<file path="config.mk">
export PLATFORM = sky130hd
export DESIGN_NAME = seq_divider
export DESIGN_NICKNAME = d
export VERILOG_FILES = /design/src/rtl/arith_pkg.sv /design/src/rtl/div_step.sv /design/src/rtl/seq_divider.sv
export SDC_FILE = /design/constraint.sdc
export NUM_CORES = 1
export LEC_CHECK = 0
export CAP_MARGIN = 5
export CORE_MARGIN = 2
export CORE_UTILIZATION = 50
export DETAILED_ROUTE_END_ITERATION = 12
export DONT_BUFFER_PORTS = 1
export PLACE_DENSITY_LB_ADDON = 0.1
export SETUP_SLACK_MARGIN = 0.15
export SLEW_MARGIN = 0
export SYNTH_ARGS = -nofsm -noshare
export SYNTH_HDL_FRONTEND = slang
export SYNTH_SLANG_ARGS = --single-unit
</file>
<file path="constraint.sdc">
create_clock -name clk -period 2.57 [get_ports clk]
set_input_delay 0.6425 -clock clk [delete_from_list [all_inputs] [get_ports clk]]
set_output_delay 0.6425 -clock clk [all_outputs]
set_load 0.01 [all_outputs]
</file>
<file path="src/rtl/arith_pkg.sv">
// Shared arithmetic definitions: default datapath width and the divider state encoding.
// The default width is common to the combinational arithmetic unit and the divider.
package arith_pkg;

    localparam int ARITH_WIDTH = 8;

    typedef enum logic [1:0] {
        ST_IDLE = 2'd0,
        ST_RUN  = 2'd1,
        ST_DONE = 2'd2
    } div_state_e;

endpackage

</file>
<file path="src/rtl/div_step.sv">
// One restoring-division step: shift in the next dividend bit, trial-subtract the divisor,
// and keep the difference when it does not go negative.
module div_step
    import arith_pkg::*;
#(
    parameter int WIDTH = ARITH_WIDTH
) (
    input  logic [WIDTH:0]   rem_in,
    input  logic             bit_in,
    input  logic [WIDTH-1:0] divisor,
    output logic [WIDTH:0]   rem_out,
    output logic             q_bit
);

    logic [WIDTH:0] shifted;
    logic [WIDTH:0] diff;
    logic           borrow;

    assign shifted          = {rem_in[WIDTH-1:0], bit_in};
    assign {borrow, diff}   = {1'b0, shifted} - {2'b00, divisor};

    // A set top bit would mean the shifted value already exceeds any divisor,
    // so the trial can never be negative in that case.
    assign q_bit   = rem_in[WIDTH] | ~borrow;
    assign rem_out = q_bit ? diff : shifted;

endmodule

</file>
<file path="src/rtl/seq_divider.sv">
// Multi-cycle unsigned restoring divider: one quotient bit per cycle, MSB first,
// with registered quotient/remainder/divide-by-zero and a one-cycle done pulse.
//
//   state   | meaning
//   --------+-----------------------------------------------------------
//   ST_IDLE | waiting for start; operands sampled here only
//   ST_RUN  | one restoring step per cycle, counter WIDTH-1 down to 0
//   ST_DONE | single output cycle with done high, then back to idle
module seq_divider
    import arith_pkg::*;
#(
    parameter int WIDTH = ARITH_WIDTH
) (
    input  logic             clk,
    input  logic             rst_n,
    input  logic             start,
    input  logic [WIDTH-1:0] dividend,
    input  logic [WIDTH-1:0] divisor,
    output logic             busy,
    output logic             done,
    output logic [WIDTH-1:0] quotient,
    output logic [WIDTH-1:0] remainder,
    output logic             div_by_zero
);

    localparam int             CW       = $clog2(WIDTH);
    localparam logic [CW-1:0]  CNT_LAST = CW'(WIDTH - 1);

    div_state_e        state;
    div_state_e        state_nxt;
    logic [CW-1:0]     cnt;
    logic [WIDTH-1:0]  dvd_q;
    logic [WIDTH-1:0]  dvs_q;
    logic [WIDTH:0]    rem_q;
    logic [WIDTH:0]    rem_nxt;
    logic              q_bit;
    logic              accept;
    logic              zero_div;
    logic              step_en;
    logic              last_step;

    div_step #(
        .WIDTH (WIDTH)
    ) u_step (
        .rem_in  (rem_q),
        .bit_in  (dvd_q[WIDTH-1]),
        .divisor (dvs_q),
        .rem_out (rem_nxt),
        .q_bit   (q_bit)
    );

    always_ff @(posedge clk or negedge rst_n) begin
        if (!rst_n) begin
            state <= ST_IDLE;
        end else begin
            state <= state_nxt;
        end
    end

    always_comb begin
        state_nxt = state;
        accept    = 1'b0;
        zero_div  = 1'b0;
        step_en   = 1'b0;
        last_step = 1'b0;
        case (state)
            ST_IDLE: begin
                if (start) begin
                    if (divisor == '0) begin
                        zero_div  = 1'b1;
                        state_nxt = ST_DONE;
                    end else begin
                        accept    = 1'b1;
                        state_nxt = ST_RUN;
                    end
                end
            end
            ST_RUN: begin
                step_en = 1'b1;
                if (cnt == '0) begin
                    last_step = 1'b1;
                    state_nxt = ST_DONE;
                end
            end
            ST_DONE: begin
                state_nxt = ST_IDLE;
            end
            default: begin
                state_nxt = ST_IDLE;
            end
        endcase
    end

    // The dividend register doubles as the quotient accumulator: each step shifts
    // out the consumed dividend bit and shifts in the new quotient bit.
    always_ff @(posedge clk or negedge rst_n) begin
        if (!rst_n) begin
            busy        <= 1'b0;
            done        <= 1'b0;
            quotient    <= '0;
            remainder   <= '0;
            div_by_zero <= 1'b0;
            cnt         <= '0;
            dvd_q       <= '0;
            dvs_q       <= '0;
            rem_q       <= '0;
        end else begin
            busy <= (state_nxt != ST_IDLE);
            done <= (state_nxt == ST_DONE);

            if (accept) begin
                dvd_q <= dividend;
                dvs_q <= divisor;
                rem_q <= '0;
                cnt   <= CNT_LAST;
            end else if (step_en) begin
                dvd_q <= {dvd_q[WIDTH-2:0], q_bit};
                rem_q <= rem_nxt;
                cnt   <= cnt - 1'b1;
            end

            if (zero_div) begin
                quotient    <= '1;
                remainder   <= dividend;
                div_by_zero <= 1'b1;
            end else if (last_step) begin
                quotient    <= {dvd_q[WIDTH-2:0], q_bit};
                remainder   <= rem_nxt[WIDTH-1:0];
                div_by_zero <= 1'b0;
            end
        end
    end

endmodule

</file>
==> reports/qor.csv <==
stage;metric;value;unit
sta;setup_viol;0;
floorplan;ios;38;
yosys;synth_cell_types;44;
yosys;yosysWarnings;0;
grt;grt_max_degree;50;
final_layout;diodes;0;
sta;finalClockSkew;2.832;ps
final_layout;design_area;0.002719;sq mm
setup_path;worstSetupPathType;reg -> reg;
power;p_leak;1.197;nW
grt;grt_overflow_total;0;
clock_tree;cts.path.max_buffers;2;
sta;fmax;417.0;MHz
routing;drt-initial-drc-count;133;
placement;numPortBuffers;0;
setup_path;arrival;2560;ps
yosys;synth_edf_count;0;
sta;tightest_slew;541.1;ps
final_layout;syn2layout_area_growth;10.64;%
clock_tree;htree_num_levels;2;
clock_tree;cts_buffers;5;
setup_path;worst-path-max-fanout;3;
placement;gp_congestion;0.8402;
floorplan;start_util;0.5203;
routing;via_per_inst;5.825;
sta;hold_viol_final;0;
clock_tree;cts_root_buf;clkbuf_8;
setup_path;cp.required;2730;ps
grt;grt_pass1_wl;8.963;mm
yosys;synth_top_area_cell;dfrtp_1;
yosys;netlist_area;0.002457;sq mm
sta;rsz0062_at_grt;yes;
setup_path;cp-end-kind;flop;
placement;post-dp-hpwl;3.846;mm
floorplan;die-area;0.005492;sq mm
hold_path;hold_path.class;in -> async;
power;vdd_ir_drop_max;0.5882;mV
power;p_per_area;1645;mW/mm^2
setup_path;worst_path_largest_cell_delay;650;ps
final_layout;finalNetCount;270;
yosys;yosys_register_bits;49;
sta;fin_crit;2398;ps
routing;wl_per_cell;17.37;um
routing;routed_wl;5.350;mm
yosys;netlist.area_leader.share;0.4990;
sta;slew_headroom;0.6393;
status;status;complete, no violations;
floorplan;die_w;74.11;um
setup_path;timing.rr.end;remainder[7]$_DFFE_PN0P_;
setup_path;crit_chain;inv_1 -> ha_1 -> nor2b_4 -> o31ai_4 -> a211oi_4 -> or4b_2 -> o211ai_1 -> o221ai_1;
clock_tree;cts_tree;built;
setup_path;ff2ff_setup_slack;170;ps
yosys;synth.net_count;266;
setup_path;crit_path_start_kind;flop;
placement;pre_cts_ws;171.5;ps
sta;slew_viol_final;0;
clock_tree;clkSinkCount;49;
flow_run;maxCapViolCount;0;
grt;antenna_found_initial;0;
final_layout;multiInputGateArea;0.001161;sq mm
floorplan;dieHeight;74.11;um
routing;dr.pass1.iters;4;
floorplan;core_area;0.004723;sq mm
yosys;synthTopCellsByArea;dfrtp_1 (50%), nand2_1 (7.3%), ha_1 (5.1%);
sta;finalSetupTns;0;ps
yosys;syn_area_per_cell;10.41;sq um
setup_path;cp_slowest_cell;or4b_2;
routing;antenna_left;0;
routing;drc;0;
yosys;seq_area_frac_synth;0.4990;
placement;dpl_cell_area;0.002542;sq mm
yosys;synthFlopType;dfrtp_1;
yosys;netlist_top_cells_count;dfrtp_1 (49), nand2_1 (48), o21ai_0 (15);
sta;setup_slack;171.7;ps
clock_tree;clk_pin_slew_worst_paths;90;ps
setup_path;r2r_cells;8;
final_layout;fillers;405;
setup_path;timing.rr.start;dvs_q[1]$_DFFE_PN0P_;
sta;fin_crit_sh;0.9332;
floorplan;rows;25;
routing;vias;1794;
grt;grt_usage;0.2142;
clock_tree;clk_latency;300;ps
final_layout;drive_gt1_frac;0.1618;
final_layout;regArea;0.001226;sq mm
grt;grt_pass1_vias;1889;
yosys;syn_inst;236;
yosys;synth.most_common_cell;dfrtp_1;
clock_tree;hold_buffers;0;
yosys;synthArstFlopShare;1.000;
## worst max-delay path, delay by kind of cell, from the launching register on
| family | cells | cell delay, ps |
|---|---|---|
| and+or+nand+nor | 2 | 790 |
| buffers and inverters | 1 | 60 |
| AOI/OAI and AO/OA | 4 | 750 |
| adders and majority gates | 1 | 290 |
| DFF | 1 | 360 |
## metrics by stage
step	hold slack [ps]	instances	util	total power [mW]
CTS	13.66	305	0.5637	4.306
global placement	348.3	297	0.5383	3.606
detailed placement	348.6	297	0.5383	3.717
floorplan	346.9	236	-	3.206
global route	6.620	308	0.5756	4.832
finish	26.83	308	0.5756	4.473
## state kept, by name (all words and copies together) (netlist names)
| name | count |
|---|---|
| busy | 1 |
| div_by_zero | 1 |
| rem_q | 9 |
| done | 1 |
| dvd_q | 8 |
| dvs_q | 8 |
| cnt | 3 |
| remainder | 8 |
| state | 2 |
| quotient | 8 |
## how the worst max path moves through the flow
stage,start,cells past startpoint,endpoint
4_1_cts,dvs_q[1]$_DFFE_PN0P_,9,remainder[1]$_DFFE_PN0P_
3_5_place_dp,dvs_q[1]$_DFFE_PN0P_,9,remainder[3]$_DFFE_PN0P_
6_report,dvs_q[1]$_DFFE_PN0P_,8,remainder[7]$_DFFE_PN0P_
5_1_grt,dvs_q[1]$_DFFE_PN0P_,9,remainder[1]$_DFFE_PN0P_
3_3_place_gp,dvs_q[1]$_DFFE_PN0P_,9,remainder[2]$_DFFE_PN0P_
2_1_floorplan,dvs_q[1]$_DFFE_PN0P_,8,remainder[0]$_DFFE_PN0P_
## cell families after synthesis
kind of cell               after synthesis  synth area share
muxes                                    7           0.03259
xor gates and xnor gates                 2          0.007130
adders and majority gates               11           0.05906
and+or+nand+nor                         74            0.1344
AOI/OAI and AO/OA                       67            0.2271
DFF                                     49            0.4990
buffers and inverters                   26           0.04073
## routing by layer
| metal | global-route usage | vias up | wire length [um] |
|---|---|---|---|
| li1 | - | 843 | - |
| met1 | 0.2856 | 896 | 2370 |
| met3 | 0.05420 | 10 | 312 |
| met5 | 0 | - | 0 |
| met4 | 0.06263 | 0 | 96 |
| met2 | 0.3482 | 45 | 2571 |
## timing repair
item	4_1_cts	5_1_grt
setup endpoints to repair	0	17
resized for setup	0	8
buffers inserted	0	3
hold endpoints to repair	0	0
## power by group
group          switching, mW  internal [mW]  leakage [nW]
registers              0.323           1.16         0.579
clock network          0.259          0.317        0.0574
logic                   1.32           1.09         0.561
## cell type report
| class | count | area share |
|---|---|---|
| Tap cell | 67 | 0.03083 |
| Clock buffer | 6 | 0.03037 |
| Inverter | 13 | 0.01795 |
| Clock inverter | 2 | 0.01381 |
| Timing Repair Buffer | 10 | 0.02899 |
| Multi-Input combinational cell | 161 | 0.4271 |
| Sequential cell | 49 | 0.4510 |
## cells in the final DEF (no fill, tap or decap), drive strengths merged, types with 3 or more instances in the layout
cell type | Yosys | final
a21o | 4 | 4
a21oi | 3 | 3
a22oi | 10 | 10
buf | 4 | 10
clkbuf | 9 | 6
dfrtp | 49 | 49
ha | 10 | 10
inv | 13 | 13
mux2i | 5 | 5
nand2 | 48 | 48
nor2 | 9 | 9
nor2b | 4 | 4
nor4 | 3 | 3
o21a | 4 | 4
o21ai | 20 | 20
o221ai | 8 | 8
o22a | 7 | 7
No activity file was read; power rests on OpenSTA's default activity.
